$ cat config.mk
export PLATFORM = sky130hd
export DESIGN_NAME = vga_timing_gen
export DESIGN_NICKNAME = d
export VERILOG_FILES = /design/src/rtl/vga_timing_gen.sv
export SDC_FILE = /design/constraint.sdc
export NUM_CORES = 1
export LEC_CHECK = 0
export ABC_CLOCK_PERIOD_IN_PS = 4500
export CELL_PAD_IN_SITES_DETAIL_PLACEMENT = 0
export CELL_PAD_IN_SITES_GLOBAL_PLACEMENT = 1
export CORE_MARGIN = 2
export CORE_UTILIZATION = 47
export CTS_CLUSTER_DIAMETER = 150
export DETAILED_ROUTE_END_ITERATION = 10
export PLACE_DENSITY_LB_ADDON = 0.1
export SETUP_SLACK_MARGIN = 0.3
export SYNTH_ARGS = -nofsm -noshare
export SYNTH_HDL_FRONTEND = slang
export SYNTH_SLANG_ARGS = --single-unit
$ cat constraint.sdc
create_clock -name vga_clk -period 4.5 [get_ports vga_clk]
set_input_delay 1.35 -clock vga_clk [delete_from_list [all_inputs] [get_ports vga_clk]]
set_output_delay 1.35 -clock vga_clk [all_outputs]
set_load 0.02 [all_outputs]
$ cat src/rtl/vga_timing_gen.sv
// vga_timing_gen: free-running VGA pixel-timing generator.
// Counts pixels (hc) and lines (vc) on every ce edge. Each ce edge registers
// position, syncs, visibility and frame-start for the same pixel, so all
// outputs stay aligned with one cycle of latency from the counters.
// Optional feature: define VGA_FRAME_CNT_EN to add the frame_cnt output.
module vga_timing_gen #(
  parameter int H_VISIBLE = 640,
  parameter int H_FRONT   = 16,
  parameter int H_SYNC    = 96,
  parameter int H_BACK    = 48,
  parameter int V_VISIBLE = 480,
  parameter int V_FRONT   = 10,
  parameter int V_SYNC    = 2,
  parameter int V_BACK    = 33
`ifdef VGA_FRAME_CNT_EN
  ,
  parameter int FRAME_W   = 16
`endif
) (
  input  logic                vga_clk,
  input  logic                reset,
  input  logic                ce,
  output logic [9:0]          DrawX,
  output logic [9:0]          DrawY,
  output logic                hs,
  output logic                vs,
  output logic                blank,
  output logic                frame_start
`ifdef VGA_FRAME_CNT_EN
  ,
  output logic [FRAME_W-1:0]  frame_cnt
`endif
);

  // Timing landmarks, sized to the 10-bit counters.
  localparam logic [9:0] H_LAST   = 10'(H_VISIBLE + H_FRONT + H_SYNC + H_BACK - 1);
  localparam logic [9:0] V_LAST   = 10'(V_VISIBLE + V_FRONT + V_SYNC + V_BACK - 1);
  localparam logic [9:0] H_VIS    = 10'(H_VISIBLE);
  localparam logic [9:0] V_VIS    = 10'(V_VISIBLE);
  localparam logic [9:0] HS_START = 10'(H_VISIBLE + H_FRONT);
  localparam logic [9:0] HS_END   = 10'(H_VISIBLE + H_FRONT + H_SYNC);
  localparam logic [9:0] VS_START = 10'(V_VISIBLE + V_FRONT);
  localparam logic [9:0] VS_END   = 10'(V_VISIBLE + V_FRONT + V_SYNC);

  logic [9:0] r_hc;
  logic [9:0] r_vc;
  logic [9:0] r_draw_x;
  logic [9:0] r_draw_y;
  logic       r_hs;
  logic       r_vs;
  logic       r_blank;
  logic       r_frame_start;

  logic       w_h_last;
  logic       w_v_last;
  logic       w_hs;
  logic       w_vs;
  logic       w_visible;
  logic       w_frame_first;

  // Decode of the pixel currently held in the counters.
  assign w_h_last      = (r_hc == H_LAST);
  assign w_v_last      = (r_vc == V_LAST);
  assign w_hs          = !((r_hc >= HS_START) && (r_hc < HS_END));
  assign w_vs          = !((r_vc >= VS_START) && (r_vc < VS_END));
  assign w_visible     = (r_hc < H_VIS) && (r_vc < V_VIS);
  assign w_frame_first = (r_hc == 10'd0) && (r_vc == 10'd0);

  // Pixel/line counters: hc wraps at end of line, vc steps on each hc wrap.
  // NOTE: sequential state uses non-blocking assignments so every register
  // samples the pre-edge values, independent of statement order.
  always_ff @(posedge vga_clk or posedge reset) begin
    if (reset) begin
      r_hc <= 10'd0;
      r_vc <= 10'd0;
    end else if (ce) begin
      if (w_h_last) begin
        r_hc <= 10'd0;
        r_vc <= w_v_last ? 10'd0 : r_vc + 10'd1;
      end else begin
        r_hc <= r_hc + 10'd1;
      end
    end
  end

  // Output stage: register position and decoded timing for the same pixel.
  always_ff @(posedge vga_clk or posedge reset) begin
    if (reset) begin
      r_draw_x      <= 10'd0;
      r_draw_y      <= 10'd0;
      r_hs          <= 1'b1;
      r_vs          <= 1'b1;
      r_blank       <= 1'b0;
      r_frame_start <= 1'b0;
    end else if (ce) begin
      r_draw_x      <= r_hc;
      r_draw_y      <= r_vc;
      r_hs          <= w_hs;
      r_vs          <= w_vs;
      r_blank       <= w_visible;
      r_frame_start <= w_frame_first;
    end
  end

  assign DrawX       = r_draw_x;
  assign DrawY       = r_draw_y;
  assign hs          = r_hs;
  assign vs          = r_vs;
  assign blank       = r_blank;
  assign frame_start = r_frame_start;

`ifdef VGA_FRAME_CNT_EN
  logic [FRAME_W-1:0] r_frame_cnt;

  // Frame counter: steps on the edge that presents pixel (0,0).
  always_ff @(posedge vga_clk or posedge reset) begin
    if (reset) begin
      r_frame_cnt <= '0;
    end else if (ce && w_frame_first) begin
      r_frame_cnt <= r_frame_cnt + 1'b1;
    end
  end

  assign frame_cnt = r_frame_cnt;
`endif

endmodule
==> results.md, run 1 <==
- Worst-Skew Late Latency: about 0.3 ns
- Clk_skew: roughly 0.0077 ns
- HP Class: reg -> reg
- Diodes inserted: 0
- Setup repair bufs after CTS: 0
- Vias per cell: 5.576
- Area growth syn-to-layout: 17.33%
- Drt first-iter violations: 61
- CP Capture Type: flop
- Critical Path AT: 3.36 ns
- Ys flop type: dfrtp_1
- Drt first pass iters: 4
- Total GRT Usage: 0.1867
- Final wirelength: 4075 um
- Initial Util: 0.4825
- Die footprint: just under 5000 um2
- First-pass GRT wire length: approximately 7200 um
- CTS buffer count: 5
- Detailed-route via count: roughly 1400
- F_max: 317.9 MHz
- Pin count of the biggest net entering global routing: 24
- Residual DRC: 0
- RSZ-0062 raised after global routing: false
- Mapped Area: around 2100 um2
- Worst endpoint required time: 4.72 ns
- CTS root buf: clkbuf_8
- CP Cell Sequence: clkdlybuf4s50_1 -> and4_1 -> nand3_4 -> or4_1 -> a22oi_1
- TNS Setup: 0 ns
- Hold Buf Count CTS: 0
- Die Wd: 70.40 um
- Post-synth EDFFs: 0
- Yosys warns: 0
- Synth Area in Compound Gates: 0.06522
- Async set-reset flop share out of synthesis: 1.000
- Detailed Place HPWL: between 2000 and 3000 um
- CTS HTree Levels: 2
- Area leader, netlist: dfrtp_1
- PD cells: ~430 nW/um2
- Leak Pwr: between 1 and 1.5 nW
- Syn Nets: approximately 180
- Io pins: 27
- Die H: a little over 70 um
- Rows: 24
- Max_cap viols: 0
- Final Wtd Congestion: approximately 0.85
- CP peak stage delay: 0.81 ns
- Worst VDD drop: 0.3020 mV
- Synth Area per Inst: approximately 12 um2
- Synth area leaders: dfrtp_1 51%, mux2_2 11%, ha_1 3.0%
- Share of cells above drive strength 1: 0.1872
- Clock buffer depth: 2
- Initial antenna violation count: 0
- Cells after Synth: roughly 180
- CORE AREA: 4294 um2
- Register bit total from synthesis: 44
- Critical path fanouts, max: 14
- I/O Buffers: 26
- Final hold viol count: 0
- Register area share after synthesis: 0.5326
- Synth Area in Simple Gates: 0.1691
- Adder-cell share of the synthesized area: 0.03019
- R2r setup slk: between 2 and 3 ns
- Post-Synth XOR/XNOR Area: 0.04227
- Synth unique cells: 39
- Setup CP Type: in -> reg
- ANT nets after route: 0
- Slew HR: 0.4431
- Slowest CP cell: clkdlybuf4s50_1
- CP Launch Type: primary input
- Clock slew at reported path FFs: approximately 0.080 ns
- Total Power: between 0.001 and 0.0015 W
- Total Nets Final: 210
- Clk sink count: 44
- Post-synthesis mux area share: 0.1141
- Max-slew violation total from the final report: 0
- Vias in the first global route: about 1500
- CTS tree: built
- Post-CTS sizing: 0
- DR WL/cell: 15.98 um
- Worst Tran Pin Value: 0.8302 ns
- Largest family of logic cells by synthesized area: simple AND/OR/NAND/NOR gates
- Share of the synthesized area in the top cell type: 0.5072
- Grt total ovfl: 0
- Min Tclk post-route: between 3 and 4 ns
- Status: completed
- Setup Viol. Count Final: 0
- Tcrit/Tclk final: 0.6991
==> sequential cells by signal, indices dropped and copies added, names as in the netlist <==
signal / cells
DrawX: 10
DrawY: 10
blank: 1
frame_start: 1
hs: 1
r_hc: 10
r_vc: 10
vs: 1
==> cells in the mapped netlist (all sizes together) (2+ instances only) <==
cell type and n:
dfstp 2, nand4 7, xor2 5, nor2b 2
ha 5, buf 4, o22ai 2, clkbuf 5
o21ai 8, nor4 2, xnor2 5, nor2 9
mux2 21, dfrtp 42, o31ai 3, nand2 7
and3 7, nor3 7, a22o 2, nand3 9
inv 9
==> stage by stage <==
step | cell area (um2) | utilization | hold WS (ns) | setup WS [ns] | cells
after floorplan | 2072 | - | 0.4713 | 1.973 | 176
after global placement | 2350 | 0.5472 | 0.4780 | 1.080 | 247
after detailed placement | 2350 | 0.5472 | 0.4789 | 1.037 | 247
after CTS | 2431 | 0.5661 | 0.4947 | 1.359 | 255
after global routing | 2431 | 0.5661 | 0.5262 | 1.220 | 255
final | 2431 | 0.5661 | 0.4935 | 1.354 | 255
==> worst max-delay path, delay by kind of cell <==
kind,cells,cell delay [ns]
simple gates,3,1.04
compound gates,1,0.16
buf+inv,1,0.81
==> kinds of logic (layout without fill, tap and decap cells) <==
logic type	count (synthesis)	count (layout)
and+or+nand+nor	57	57
DFF	44	44
AOI/OAI and AO/OA	21	21
muxes	21	21
buffers and inverters	18	45
xor gates and xnor gates	10	10
adders and majority gates	5	5
==> metal layers <==
metal	wire [um]	GRT usage
met4	78	0.07051
met2	1835	0.2820
met1	1986	0.2630
met5	0	0
met3	174	0.04185
==> layout by cell type (no fill, tap or decap), types with 2 or more instances in the layout <==
cell,n
xor2_1,5
o21ai_0,8
nand4_1,7
nor3_1,7
clkbuf_1,2
mux2_2,21
nor2_1,8
nand3_1,8
nor2b_1,2
ha_1,5
xnor2_1,5
dfrtp_1,42
nand2_1,7
and3_1,3
inv_1,8
dfstp_2,2
a22o_1,2
nor4_1,2
and3_2,4
o31ai_1,3
clkbuf_8,5
buf_4,2
o22ai_1,2
clkdlybuf4s50_1,26
==> worst paths after layout <==
kind	depth (start not counted)	to	start
min in group asynchronous	2	DrawX[7]	reset
min	2	hs	hs
max in group asynchronous	3	DrawX[0]	reset
max	5	r_vc[9]	ce
max reg2reg	5	r_vc[9]	r_hc[0]
min reg2reg	2	hs	hs
==> final cells by class <==
type	count	area, um2
Fill cell	368	1863
Sequential cell	44	1104
Multi-Input combinational cell	114	872.1
Timing Repair Buffer	28	275.3
Clock buffer	7	76.32
Tap cell	52	65.06
Inverter	9	33.78
Clock inverter	1	5.005
==> where the power goes <==
| group | switching, W | internal (W) | total [W] |
|---|---|---|---|
| clock | 0.000130 | 0.000109 | 0.000239 |
| sequential | 0.0000865 | 0.000458 | 0.000544 |
| combinational | 0.000129 | 0.000136 | 0.000265 |
No activity file was read; power rests on OpenSTA's default activity.
==> run 2, diff against run 1 <==
ABC_CLOCK_PERIOD_IN_PS = 2990   (was 4500)
CORE_UTILIZATION = 43   (was 47)
clock period = 2.99 ns   (was 4.5 ns; I/O delays follow)
==> run 2 against run 1 <==
  * Global-route usage is 2.3 points lower
  * Sequential cell count did not move
  * Non-clock buffer count stayed put
  * Largest cell class unchanged
==> results.md, run 2 (same netlist as run 1, synthesis figures left out) <==
- Status: completed
- Initial antenna violation count: 0 (unchanged)
- I/O Buffers: 26 (unchanged)
- # fillers: 412 (+12%)
- Post-CTS sizing: 0 (unchanged)
- CORE AREA: 4692 um2 (+9.3%)
- Setup repair bufs after CTS: 0 (unchanged)
- Final Worst Setup Slack: 0.6603 ns (-0.6938 ns)
- HP Class: reg -> reg
- RSZ-0062 raised after global routing: false
- Max_cap viols: 0 (unchanged)
- Most common cell after layout, fill and taps aside: dfrtp_1
- Clock slew at reported path FFs: 0.07 ns (about the same)
- Residual DRC: 0 (unchanged)
- Min Tclk post-route: between 2 and 2.5 ns
- Clock buffer depth: 2 (unchanged)
- DR WL/cell: 15.08 um (-5.6%)
- Grt total ovfl: 0 (unchanged)
- Critical Path AT: 2.52 ns (-0.84 ns)
- Setup WS pre-CTS: 0.3312 ns (-0.7054 ns)
- Area growth syn-to-layout: 18.06%
- Critical path fanouts, max: 35 (+21)
- Die H: 73.42 um (+4.3%)
- PD cells: 640.2 nW/um2 (+48%)
- Drt first pass iters: 4 (unchanged)
- Setup Viol. Count Final: 0 (unchanged)
- Worst endpoint required time: 3.18 ns (-1.54 ns)
- Worst VDD drop: 0.3538 mV (+17%)
- CTS buffer count: 5 (unchanged)
- Worst Tran Pin Value: 0.8139 ns (-0.01624 ns)
- Detailed Place HPWL: 2724 um (-4.6%)
- Hold Buf Count CTS: 0 (unchanged)
- Io pins: 27 (unchanged)
- Detailed-route via count: 1399 (-1.6%)
- Tcrit/Tclk final: 0.7792
- Vias per cell: 5.444 (-2.4%)
- Diodes inserted: 0 (unchanged)
- Total Power: 0.001566 W (+49%)
- CTS tree: built
- Total Nets Final: 210 (unchanged)
- Clk_skew: 0.007764 ns (+0.0001130 ns)
- CP Launch Type: primary input
- Final hold viol count: 0 (unchanged)
- Clk sink count: 44 (unchanged)
- Drt first-iter violations: 64 (+4.9%)
- Share of cells above drive strength 1: 0.1872 (unchanged)
- TNS Setup: 0 ns (unchanged)
- First-pass GRT wire length: 6658 um (-7.9%)
- Final wirelength: 3875 um (-4.9%)
- Pin count of the biggest net entering global routing: 36 (+50%)
- Setup CP Type: in -> reg
- Final Wtd Congestion: 0.8840 (+3.7%)
- Max-slew violation total from the final report: 0 (unchanged)
- Initial Util: 0.4416 (-0.04092)
- Final Util: 0.5213 (-0.04481)
- Worst-Skew Late Latency: 0.30 ns (about the same)
- Most frequent cells in the layout: 42 x dfrtp_1, 26 x clkdlybuf4s50_1, 21 x mux2_2
- Slew HR: 0.4540 (+0.01089)
- CP Capture Type: flop
- CTS HTree Levels: 2 (unchanged)
- Total GRT Usage: 0.1640 (-0.02273)
- ANT nets after route: 0 (unchanged)
- Vias in the first global route: 1333 (-8.9%)
- Die Wd: 73.42 um (+4.3%)
- Die footprint: 5390 um2 (+8.8%)
- CTS root buf: clkbuf_8
- Leak Pwr: 1.090 nW (+0.42%)
- F_max: approximately 430 MHz
- Rows: 25 (+4.2%)
==> run 2: cell type report <==
class | instances | area (um2) | share of cell area
sequential | 44 | 1104 | 0.4512
multi-input combinational | 114 | 872.1 | 0.3565
clock inverter | 1 | 5.005 | 0.002046
inverter | 9 | 33.78 | 0.01381
timing repair buffer | 28 | 287.8 | 0.1176
tap | 54 | 67.56 | 0.02762
clock buffer | 7 | 76.32 | 0.03120
==> run 2: worst max-delay path, stage by stage <==
cell             delay [ns]
clkdlybuf4s50_1        0.47
buf_4                  0.36
nand3_1                0.20
nor3_1                 0.28
o21ai_0                0.11
a22o_1                 0.18
==> run 2: power by group <==
part	leakage [nW]	switching (W)	internal, W
clock	0.0422	0.000192	0.000164
sequential	0.557	0.000126	0.000689
combinational	0.490	0.000189	0.000205
==> run 2: layer usage <==
metal,track usage,vias to the layer above,share of wire
li1,-,682,-
met1,0.2333,690,0.50
met2,0.2402,23,0.45
met3,0.04390,4,0.037
met4,0.06061,0,0.011
met5,0,-,0
==> run 2: worst paths after layout <==
path                         start        to  slack, ns  depth (start not counted)
max in group asynchronous    reset   r_hc[1]       1.49                          3
min                             hs        hs       0.49                          2
min reg2reg                     hs        hs       0.49                          2
max                             ce   r_hc[9]       0.66                          6
min in group asynchronous    reset  DrawY[2]       0.96                          2
max reg2reg                r_hc[0]   r_vc[9]       1.06                          5
==> run 2: through the flow <==
step	hold WS, ns	instance area (um2)	cells
finish	0.4883	2446	257
floorplan	0.4713	2072	176
CTS	0.4897	2446	257
global route	0.4971	2446	257
global placement	0.4752	2365	249
detailed placement	0.4783	2365	249
==> run 3, diff against run 2 <==
ABC_CLOCK_PERIOD_IN_PS = 2200   (was 2990)
clock period = 2.2 ns   (was 2.99 ns; I/O delays follow)
==> run 3 against run 2 <==
  * Worst hold slack worse by 0.0045 ns
  * Combinational power grew 29%
  * Power grew 36%
  * Clock power up 44%
  * Critical path type is now reg -> out
==> results.md, run 3 (same netlist as run 1, synthesis figures left out) <==
- RSZ-0062 raised after global routing: false
- Critical path fanouts, max: 2 (-94%)
- CTS tree: built
- Multi-input combinational cell area: 879.6 um2 (+0.86%)
- CTS HTree Levels: 2 (unchanged)
- ANT nets after route: 0 (unchanged)
- Most frequent cells in the layout: 42 x dfrtp_1, 24 x dlygate4sd2_1, 21 x mux2_2
- Drt first-iter violations: 80 (+25%)
- Tcrit/Tclk final: 0.8172
- Setup WS pre-CTS: -0.07667 ns (-0.4078 ns)
- CTS buffer count: 5 (unchanged)
- Residual DRC: 0 (unchanged)
- DR WL/cell: 14.73 um (-2.3%)
- CP Cell Sequence: dlygate4sd2_1
- First-pass GRT wire length: 6982 um (+4.9%)
- Final wirelength: 3890 um (+0.39%)
- I/O Buffers: 26 (unchanged)
- Drt first pass iters: 4 (unchanged)
- Leak Pwr: 1.204 nW (+11%)
- Clock buffer depth: 2 (unchanged)
- Reg area: 1104 um2 (unchanged)
- Slowest CP cell: dfstp_2
- HP Class: reg -> reg
- Worst-Skew Late Latency: 0.29 ns (about the same)
- CP peak stage delay: 0.53 ns (+0.06 ns)
- Max-slew violation total from the final report: 0 (unchanged)
- Detailed-route via count: 1395 (-0.29%)
- Pin count of the biggest net entering global routing: 45 (+25%)
- Final Worst Setup Slack: 0.4022 ns (-0.2581 ns)
- Clock slew at reported path FFs: 0.08 ns (about the same)
- Total Nets Final: 217 (+3.3%)
- Die Wd: 73.42 um (unchanged)
- Detailed Place HPWL: 2719 um (-0.20%)
- Worst Tran Pin Value: 0.4226 ns (-0.3914 ns)
- Vias per cell: 5.284 (-2.9%)
- Buf/Inv on CP: 1 (-1)
- Hold slack: 0.4839 ns (-0.004480 ns)
- Clk_skew: 0.003953 ns (-0.003811 ns)
- # fillers: 451 (+9.5%)
- Min Tclk post-route: ~1.8 ns
- CP Launch Type: flop
- Vias in the first global route: 1416 (+6.2%)
- Io pins: 27 (unchanged)
- Slew HR: 0.7157 (+0.2617)
- Most common cell after layout, fill and taps aside: dfrtp_1
- Share of cells above drive strength 1: 0.2238 (+0.03662)
- Initial Util: 0.4416 (unchanged)
- Worst VDD drop: 0.5094 mV (+44%)
- Setup Viol. Count Final: 0 (unchanged)
- R2r setup slk: 0.42 ns (-0.64 ns)
- Worst path top cell family by delay: flip-flops
- CORE AREA: 4692 um2 (unchanged)
- Status: completed
- Diodes inserted: 0 (unchanged)
- CP Capture Type: primary output
- Area growth syn-to-layout: 20.23%
- Die footprint: 5390 um2 (unchanged)
- CTS root buf: clkbuf_8
- Worst endpoint required time: 1.54 ns (-1.64 ns)
- Setup CP Type: reg -> out
- Grt total ovfl: 0 (unchanged)
- Die H: 73.42 um (unchanged)
- Rows: 25 (unchanged)
- Final hold viol count: 0 (unchanged)
- F_max: between 500 and 600 MHz
- PD cells: 852.8 nW/um2 (+33%)
- Total GRT Usage: 0.1712 (+0.007230)
- Final Wtd Congestion: 0.8325 (-5.8%)
- Max_cap viols: 0 (unchanged)
- Initial antenna violation count: 0 (unchanged)
- Critical Path AT: 1.14 ns (-1.38 ns)
- Clk sink count: 44 (unchanged)
-- run 3: power breakdown --
part / internal [W] / switching (W)
logic: 0.000242 / 0.000268
registers: 0.000936 / 0.000166
clock network: 0.000256 / 0.000256
-- run 3: timing repair --
action,in CTS,in global routing
setup buffers,1,0
hold buffers,0,0
endpoints found under the setup margin,26,14
resized for setup,26,3
pin swaps,1,0
-- run 3: stage by stage --
stage	total power (W)	area (um2)	utilization	setup TNS, ns	std cells
2_1_floorplan	0.001465	2072	-	0	176
3_3_place_gp	0.001661	2410	0.5136	-0.04574	255
3_5_place_dp	0.001676	2410	0.5136	-0.08652	255
4_1_cts	0.002157	2480	0.5285	0	264
5_1_grt	0.002262	2491	0.5309	0	264
6_report	0.002124	2491	0.5309	0	264
-- run 3: worst paths after layout --
kind,depth (start not counted),start,endpoint
max in group asynchronous,3,reset,hs
worst min register to register,2,hs,hs
min in group asynchronous,3,reset,DrawY[1]
worst max register to register,5,r_hc[0],r_vc[9]
worst min-delay path,2,hs,hs
worst max-delay path,1,hs,hs
-- run 3: per-layer routing --
metal / track usage / up-vias / routed length (um)
met5: 0 / - / 0
met4: 0.05455 / 0 / 47
met3: 0.04527 / 4 / 123
met2: 0.2392 / 23 / 1758
met1: 0.2579 / 674 / 1960
li1: - / 694 / -
-- run 3: area by class of cell --
| class | instances | share of cell area |
|---|---|---|
| sequential | 44 | 0.4430 |
| timing repair buffer | 35 | 0.1271 |
| inverter | 9 | 0.01356 |
| tap | 54 | 0.02712 |
| clock buffer | 8 | 0.03616 |
| multi-input combinational | 114 | 0.3531 |
